File: src/rtl/riscv_pkg.sv
// Shared RISC-V control constants: FSM state encoding, major opcodes
// (instr[6:2]) and datapath mux selects, plus a legal-opcode helper.
package riscv_pkg;

    typedef enum logic [2:0] {
        ST_FETCH  = 3'd0,
        ST_DECODE = 3'd1,
        ST_EXEC   = 3'd2,
        ST_MEM    = 3'd3,
        ST_WB     = 3'd4,
        ST_TRAP   = 3'd5
    } state_t;

    localparam logic [4:0] OP_LOAD   = 5'b00000;
    localparam logic [4:0] OP_STORE  = 5'b01000;
    localparam logic [4:0] OP_BRANCH = 5'b11000;
    localparam logic [4:0] OP_JAL    = 5'b11011;
    localparam logic [4:0] OP_JALR   = 5'b11001;
    localparam logic [4:0] OP_REG    = 5'b01100;
    localparam logic [4:0] OP_LUI    = 5'b01101;
    localparam logic [4:0] OP_AUIPC  = 5'b00101;
    localparam logic [4:0] OP_IMM    = 5'b00100;

    localparam logic ADDR_SEL_PC  = 1'b0;
    localparam logic ADDR_SEL_ALU = 1'b1;
    localparam logic PC_SRC_PLUS4 = 1'b0;
    localparam logic PC_SRC_ALU   = 1'b1;

    // True for every opcode the multicycle core knows how to execute
    function automatic logic op_is_legal(input logic [4:0] op);
        case (op)
            OP_LOAD, OP_STORE, OP_BRANCH, OP_JAL, OP_JALR,
            OP_REG, OP_LUI, OP_AUIPC, OP_IMM: op_is_legal = 1'b1;
            default:                          op_is_legal = 1'b0;
        endcase
    endfunction

endpackage

File: src/rtl/multicycle_ctrl_if.sv
// Memory handshake between the control FSM (master) and the memory (slave).
interface multicycle_ctrl_if;
    logic mem_req;
    logic mem_we;
    logic mem_addr_sel;
    logic mem_ready;

    modport master (output mem_req, output mem_we, output mem_addr_sel, input mem_ready);
    modport slave  (input mem_req, input mem_we, input mem_addr_sel, output mem_ready);
endinterface

File: src/rtl/retire_counter.sv
// Free-running count of retired instructions, wraps naturally at all-ones.
module retire_counter #(
    parameter int CNT_W = 32
) (
    input  logic             clk,
    input  logic             reset,
    input  logic             i_inc,
    output logic [CNT_W-1:0] o_cnt
);
    logic [CNT_W-1:0] r_cnt;

    // Increment once per retire pulse; async clear
    always_ff @(posedge clk or posedge reset) begin
        if (reset) r_cnt <= '0;
        else if (i_inc) r_cnt <= r_cnt + CNT_W'(1);
    end

    assign o_cnt = r_cnt;
endmodule

File: src/rtl/multicycle_ctrl.sv
// Multicycle RISC-V control FSM. Only the state is registered; all strobes
// are decoded from state/opcode/mem_ready/branch_taken so a memory completion
// is acted on in the same cycle it arrives. Outputs are gated by reset so an
// access in flight drops the moment reset asserts.
module multicycle_ctrl
    import riscv_pkg::*;
#(
    parameter int OPC_W = 5,
    parameter int CNT_W = 32
) (
    input  logic                clk,
    input  logic                reset,
    input  logic [OPC_W-1:0]    opcode,
    input  logic                branch_taken,
    multicycle_ctrl_if.master   mem,
    output logic                ir_write,
    output logic                alu_latch,
    output logic                pc_write,
    output logic                pc_src,
    output logic                reg_write,
    output logic                retire,
    output logic [CNT_W-1:0]    retired_cnt,
    output logic                trap,
    output logic [2:0]          state
);
    state_t     r_state;
    logic [4:0] w_op;
    logic       w_is_mem, w_is_store, w_is_branch, w_is_jump;

    assign w_op        = opcode[4:0];
    assign w_is_store  = (w_op == OP_STORE);
    assign w_is_mem    = (w_op == OP_LOAD) || w_is_store;
    assign w_is_branch = (w_op == OP_BRANCH);
    assign w_is_jump   = (w_op == OP_JAL) || (w_op == OP_JALR);

    // State transitions; TRAP is only left through reset
    always_ff @(posedge clk or posedge reset) begin
        if (reset) begin
            r_state <= ST_FETCH;
        end else begin
            case (r_state)
                ST_FETCH:  if (mem.mem_ready) r_state <= ST_DECODE;
                ST_DECODE: r_state <= op_is_legal(w_op) ? ST_EXEC : ST_TRAP;
                ST_EXEC: begin
                    if (w_is_branch)   r_state <= ST_FETCH;
                    else if (w_is_mem) r_state <= ST_MEM;
                    else               r_state <= ST_WB;
                end
                ST_MEM:    if (mem.mem_ready) r_state <= w_is_store ? ST_FETCH : ST_WB;
                ST_WB:     r_state <= ST_FETCH;
                ST_TRAP:   r_state <= ST_TRAP;
                default:   r_state <= ST_FETCH;
            endcase
        end
    end

    // Strobe decode; everything idle while reset is held
    always_comb begin
        mem.mem_req      = 1'b0;
        mem.mem_we       = 1'b0;
        mem.mem_addr_sel = ADDR_SEL_PC;
        ir_write         = 1'b0;
        alu_latch        = 1'b0;
        pc_write         = 1'b0;
        pc_src           = PC_SRC_PLUS4;
        reg_write        = 1'b0;
        retire           = 1'b0;
        trap             = 1'b0;
        if (!reset) begin
            case (r_state)
                ST_FETCH: begin
                    mem.mem_req = 1'b1;
                    ir_write    = mem.mem_ready;
                end
                ST_EXEC: begin
                    if (w_is_branch) begin
                        pc_write = 1'b1;
                        pc_src   = branch_taken;
                        retire   = 1'b1;
                    end else begin
                        alu_latch = 1'b1;
                    end
                end
                ST_MEM: begin
                    mem.mem_req      = 1'b1;
                    mem.mem_we       = w_is_store;
                    mem.mem_addr_sel = ADDR_SEL_ALU;
                    if (mem.mem_ready && w_is_store) begin
                        pc_write = 1'b1;
                        retire   = 1'b1;
                    end
                end
                ST_WB: begin
                    reg_write = 1'b1;
                    pc_write  = 1'b1;
                    pc_src    = w_is_jump ? PC_SRC_ALU : PC_SRC_PLUS4;
                    retire    = 1'b1;
                end
                ST_TRAP:  trap = 1'b1;
                default: ;
            endcase
        end
    end

    assign state = r_state;

    retire_counter #(.CNT_W(CNT_W)) u_retire_counter (
        .clk   (clk),
        .reset (reset),
        .i_inc (retire),
        .o_cnt (retired_cnt)
    );
endmodule

File: src/flat_wrapper.sv
// flat-port wrapper written by rule: the top's interface ports become plain ports
module multicycle_ctrl_flat import riscv_pkg::*;
#(
    parameter int OPC_W = 5,
    parameter int CNT_W = 32
)
  (clk, reset, opcode, branch_taken, ir_write, alu_latch, pc_write, pc_src, reg_write, retire, retired_cnt, trap, state, mem_mem_req, mem_mem_we, mem_mem_addr_sel, mem_mem_ready);
  multicycle_ctrl_if mem_i ();
  input  logic clk;
  input  logic reset;
  input  logic [OPC_W-1:0] opcode;
  input  logic branch_taken;
  output logic ir_write;
  output logic alu_latch;
  output logic pc_write;
  output logic pc_src;
  output logic reg_write;
  output logic retire;
  output logic [CNT_W-1:0] retired_cnt;
  output logic trap;
  output logic [2:0] state;
  output wire logic [$bits(mem_i.mem_req)-1:0] mem_mem_req;
  output wire logic [$bits(mem_i.mem_we)-1:0] mem_mem_we;
  output wire logic [$bits(mem_i.mem_addr_sel)-1:0] mem_mem_addr_sel;
  input wire logic [$bits(mem_i.mem_ready)-1:0] mem_mem_ready;
  assign mem_mem_req = mem_i.mem_req;
  assign mem_mem_we = mem_i.mem_we;
  assign mem_mem_addr_sel = mem_i.mem_addr_sel;
  assign mem_i.mem_ready = mem_mem_ready;
  multicycle_ctrl #(.OPC_W(OPC_W), .CNT_W(CNT_W)) u_core (.clk(clk), .reset(reset), .opcode(opcode), .branch_taken(branch_taken), .mem(mem_i), .ir_write(ir_write), .alu_latch(alu_latch), .pc_write(pc_write), .pc_src(pc_src), .reg_write(reg_write), .retire(retire), .retired_cnt(retired_cnt), .trap(trap), .state(state));
endmodule
File: config.mk
export PLATFORM = sky130hd
export DESIGN_NAME = multicycle_ctrl_flat
export DESIGN_NICKNAME = d
export VERILOG_FILES = /design/src/rtl/riscv_pkg.sv /design/src/rtl/multicycle_ctrl_if.sv /design/src/rtl/retire_counter.sv /design/src/rtl/multicycle_ctrl.sv /design/src/flat_wrapper.sv
export SDC_FILE = /design/constraint.sdc
export NUM_CORES = 1
export LEC_CHECK = 0
export BUFFER_PORTS_ARGS = -buffer_cell sky130_fd_sc_hd__buf_2
export CAP_MARGIN = 20
export CORE_UTILIZATION = 40
export CTS_CLUSTER_DIAMETER = 30
export DETAILED_ROUTE_END_ITERATION = 10
export PLACE_DENSITY = 0.66
export SLEW_MARGIN = 15
export SYNTH_ARGS = -nofsm -noshare
export SYNTH_HDL_FRONTEND = slang
export SYNTH_HIERARCHICAL = 1
export SYNTH_SLANG_ARGS = --single-unit
File: constraint.sdc
create_clock -name clk -period 2.34 [get_ports clk]
set_clock_uncertainty 0.1 [all_clocks]
set_input_delay 0.351 -clock clk [delete_from_list [all_inputs] [get_ports clk]]
set_output_delay 0.351 -clock clk [all_outputs]
set_load 0.1 [all_outputs]
# == Word level (Yosys, flattened, before mapping) ==
# Memories as Yosys holds them, arrays and structs flattened.
# Index checks and enable logic that the tools add are counted.
# word_totals
register_bits,35
rom_bits,32
in_bits,9
output_inout_bits,45
wordCells,53
mem_count,1
# op_classes
add_sub_neg,1
n_eq_ne,11
mux,31
reduce_logical,7
# memory_table
name,words,width,rd,rd_clocked_by_memory_dff,write_ports,line,text
(name not given),32,1,1,0,0,riscv_pkg.sv:31,case (op)
# op_table
cell,count
$add 32x1->32 const B,1
$mux 1,22
$mux 3,6
$eq 5x5->1 const B,3
$pmux 3 s5,1
$eq 3x2->1 const B,2
$eq 3x3->1 const B,2
$eq 5x4->1 const B,1
$logic_not 5->1,1
$ne 2x2->1 const B,2
$eq 3x1->1 const B,1
$logic_not 3->1,1
$pmux 1 s3,1
$logic_or 1x1->1,2
$pmux 1 s2,1
$reduce_and 2->1,1
$reduce_or 2->1,1
$logic_and 1x1->1,1

# == Logic depth before layout (Yosys ltp) ==
# depth
word_depth,5
ltp_mapped,8
depth_no_buf,8

# == Cells and area by module ==
# Netlist, hierarchy kept.
# by_module_without_submodules
module,n_inst,cells_per_inst,area_per_inst_um2
retire_counter,1,126,1510.2
multicycle_ctrl,1,51,394.1

# == Least setup slack after synthesis ==
# No wires, ideal clock.
# synth_timing
path_type,register to output
start,"register u_core.r_state[2], in the netlist u_core/state[2]"
end,output pc_src
t_arrival_ps,5488
t_required_ps,1889
slack_ps,-3599
path_stages_with_launch,5
path_cell_list,dfrtp_1 -> buf_2 -> nor4b_1 -> nand4_1 -> nand2_1
# synth_between
elab_chain_len,3
# synth_lines
item,line,text
start: declaration,multicycle_ctrl.sv:26,state_t r_state;
start signal: assignment,multicycle_ctrl.sv:43,ST_DECODE: r_state <= op_is_legal(w_op) ? ST_EXEC : ST_TRAP;
start signal: assignment,multicycle_ctrl.sv:49,ST_MEM: if (mem.mem_ready) r_state <= w_is_store ? ST_FETCH : ST_WB;
$eq 3x3->1 or $eq 3x2->1 (tied branches),multicycle_ctrl.sv:70,case (r_state)
$pmux 1 s2 (*),multicycle_ctrl.sv:70,
$mux 1 (*),multicycle_ctrl.sv:69,if (!reset) begin
end: declaration,flat_wrapper.sv:16,output logic pc_src;
# Mark *: on every way between the ends. The rest lies on a longest branch, timed or not.

# == Final worst setup path ==
# layout_timing
start,"register u_core.r_state[0], in the netlist u_core/state[0]"
end,output alu_latch
# layout_between
elab_chain_len,3
# layout_lines
item,line,text
$eq 3x2->1,multicycle_ctrl.sv:70,
$mux 1,multicycle_ctrl.sv:70,
$mux 1,multicycle_ctrl.sv:69,
end: declaration,flat_wrapper.sv:14,output logic alu_latch;
# Every way passes these cells.

==> run_results.csv <==
group,metric,value,unit
layout,syn2layout_area_growth,34.0,%
routing,drt-initial-drc-count,86,
grt,overflow,0,
floorplan,core_area,4470,um2
floorplan,row_count,24,
yosys,synthTopCellsByArea,"dfrtp_1, xor2_1, xnor2_1",
yosys,synth_area,1900,um2
timing,tightest_slew,493,ps
floorplan,die_h,71,um
pwr,power.share.clock,0.183,
min_path,hp-class,"in2async",
grt,antenna_found_initial,0,
layout,layout.nets,247,
pwr,switching_share,0.501,
pwr,leakage,1.32,nW
yosys,synth_top_cell_area_share,0.460,
cts,cts.path.max_buffers,2,
layout,num_antenna_cells,0,
yosys,ys_top_cells_by_count,"dfrtp_1, xor2_1, nand2_1, xnor2_1, nand3_1",
pwr,p_comb_frac,0.459,
placed_design,place_inst,281,
cts,htree_levels,2,
timing,relSlewSlack,0.674,
yosys,synthArstFlopShare,1.00,
yosys,syn_nets,187,
cts,clkTransAtPathRegs,60,ps
setup_path,cp.required,1890,ps
setup_path,cp_max_fo,13,
cts,cts_buffers,5,
yosys,synth.ff_latch_count,35,
pwr,p_total,2.26,mW
timing,hold_viol,0,
placed_design,place.gp.congestion,0.741,
pwr,p_sw,1.13,mW
yosys,ys_seq_area_frac,0.460,
setup_path,r2r_slack,180,ps
setup_path,ff2ff_path_depth,7,
setup_path,worst-setup-path-type,"reg2out",
setup_path,endpoint_kind,"output port",
yosys,yosysWarnings,6,
floorplan,dieArea,5040,um2
layout,fin_cells,290,
yosys,yosysMostFrequentCell,"dfrtp_1",
yosys,synthCells,177,
timing,post-route-min-period,2220,ps
grt,grt_max_degree,33,
setup_path,arrival,1760,ps
setup_path,critPathSlowestCell,"dfrtp_4",
routing,drt-total-wl,4040,um
setup_path,crit_buf_inv,1,
pwr,p_per_area,885,nW/um2
layout,final_util,0.570,
routing,viasPerCell,5.21,
timing,fin_ws,124,ps
grt,grt_pass1_vias,1452,
setup_path,start_kind,"register",
setup_path,crit_chain,"nand2b_1 -> nor3_1 -> nor2b_4 -> clkbuf_4",
setup_path,r2r-end,"u_core/u_retire_counter/o_cnt[27]",
timing,clock.fmax,451,MHz
floorplan,io_pins,54,
routing,num_vias,1512,
routing,postRouteAntennaNets,0,
cts,tritoncts,"built",
placed_design,pre_cts_slack,39.0,ps
routing,first_pass_iters,6,
setup_path,critical_path.top_delay_family,"simple AND/OR/NAND/NOR gates",
cts,clkLatencyLatePin,290,ps
yosys,synth_cell_types,41,
pwr,peakVddDrop,0.758,mV
timing,fin_crit_sh,0.947,
pwr,p_seq_frac,0.358,
outcome,outcome,"completed",
cts,root_buffer,"clkbuf_8",
pwr,internal_power,1.13,mW
yosys,synthFlopType,"dfrtp_1",
yosys,syn_area_per_cell,10.8,um2
timing,rsz0062_at_grt,"no",
layout,final_layout_size_suffix_gt1_frac,0.420,
placed_design,hpwl,3020,um
routing,wl_per_cell,13.9,um
grt,grtUsageTotal,0.177,
yosys,synth_edf_count,0,
timing,slew_violations,0,
setup_path,critPathLaunch,"u_core/state[0]",
run,maxCapViolations,0,
grt,grt_pass1_wl,6960,um
floorplan,die_w,71,um
cts,cts.sinks,35,
floorplan,start_util,0.426,
setup_path,r2r_start,"u_core/state[2]",
yosys,post-synth-top-area-cell,"dfrtp_1",
timing,finalSetupViolations,0,
setup_path,max_stage_delay,560,ps
routing,post-route-drc-count,0,
placed_design,port_buffers,53,
flip-flops by register name, summed over array words and instances (netlist names):
signal                         count
u_core/u_retire_counter/o_cnt     32
u_core/state                       3
metal layers:
metal  wire length [um]  share of wire  global-route usage
met5                  0              0                   0
met3                181          0.045              0.0456
met4                 48          0.012              0.0689
met1               1890           0.47               0.243
met2               1920           0.47               0.269
tightest hold or removal path, delay by kind of cell:
family / cells / cell delay, ps
buf+inv: 3 / 570
metrics by stage:
stage	hold WS [ps]	setup TNS (ps)	area, um2
detailed placement	204	0	2460
finish	124	0	2550
global placement	207	0	2460
global route	190	0	2550
CTS	133	0	2550
floorplan	4.73	-5430	2080
layout by cell type, fill, tap and decap left out, types with 3 or more instances in the layout:
cell type / synthesis / routed
nor3_2: 0 / 6
clkbuf_8: 0 / 5
buf_12: 0 / 4
and3_1: 7 / 5
nor2b_1: 5 / 4
nor2_1: 8 / 7
nand2b_1: 6 / 5
nand4_1: 5 / 5
xnor2_1: 13 / 13
xor2_1: 18 / 18
and4_4: 2 / 3
nor4_4: 2 / 3
buf_4: 1 / 5
nand2_1: 13 / 12
dfrtp_4: 0 / 3
buf_2: 4 / 48
and4_1: 3 / 3
nand3_1: 10 / 10
dfrtp_1: 35 / 32
nor4_2: 1 / 3
inv_1: 5 / 5
cell families (layout without fill, tap and decap cells):
| group | count (synthesis) | in the layout | synth area share |
|---|---|---|---|
| AND/OR/NAND/NOR | 86 | 86 | 0.304 |
| flip-flops | 35 | 35 | 0.460 |
| XOR/XNOR | 31 | 31 | 0.143 |
| AO/OA/AOI/OAI | 12 | 12 | 0.0506 |
| buffers and inverters | 11 | 72 | 0.0302 |
| adder cells (fa/ha/maj) | 1 | 1 | 0.00657 |
| multiplexers | 1 | 1 | 0.00591 |
worst max path at each step:
stage                                        end  cells past startpoint
6_report                               alu_latch                      4
3_5_place_dp   u_core/u_retire_counter/o_cnt[27]                      9
2_1_floorplan                             pc_src                      4
4_1_cts                                alu_latch                      4
3_3_place_gp   u_core/u_retire_counter/o_cnt[27]                      9
5_1_grt                                alu_latch                      4
area by class of cell:
class / instances / area [um2]
Fill cell: 405 / 1920
Multi-Input combinational cell: 131 / 1120
Sequential cell: 35 / 887
Timing Repair Buffer: 59 / 375
Clock buffer: 7 / 76.3
Tap cell: 52 / 65.1
Inverter: 5 / 18.8
Clock inverter: 1 / 5.00
power by group through the flow:
| stage | Sequential [mW] | Clock, mW | Combinational (mW) |
|---|---|---|---|
| detailed placement | 0.820 | 0 | 1.04 |
| global placement | 0.821 | 0 | 1.03 |
| floorplan | 1.17 | 0 | 0.517 |
| CTS | 0.808 | 0.423 | 1.04 |
| finish | 0.808 | 0.413 | 1.04 |
| global route | 0.824 | 0.448 | 1.08 |
repair_timing:
action / 4_1_cts / 5_1_grt
gates resized for setup: 0 / 1
hold endpoints to repair: 3 / 0
setup endpoints to repair: 0 / 1
hold buffers: 1 / 0
setup buffers: 0 / 0
Note: power is estimated with default switching activity, not from simulation.
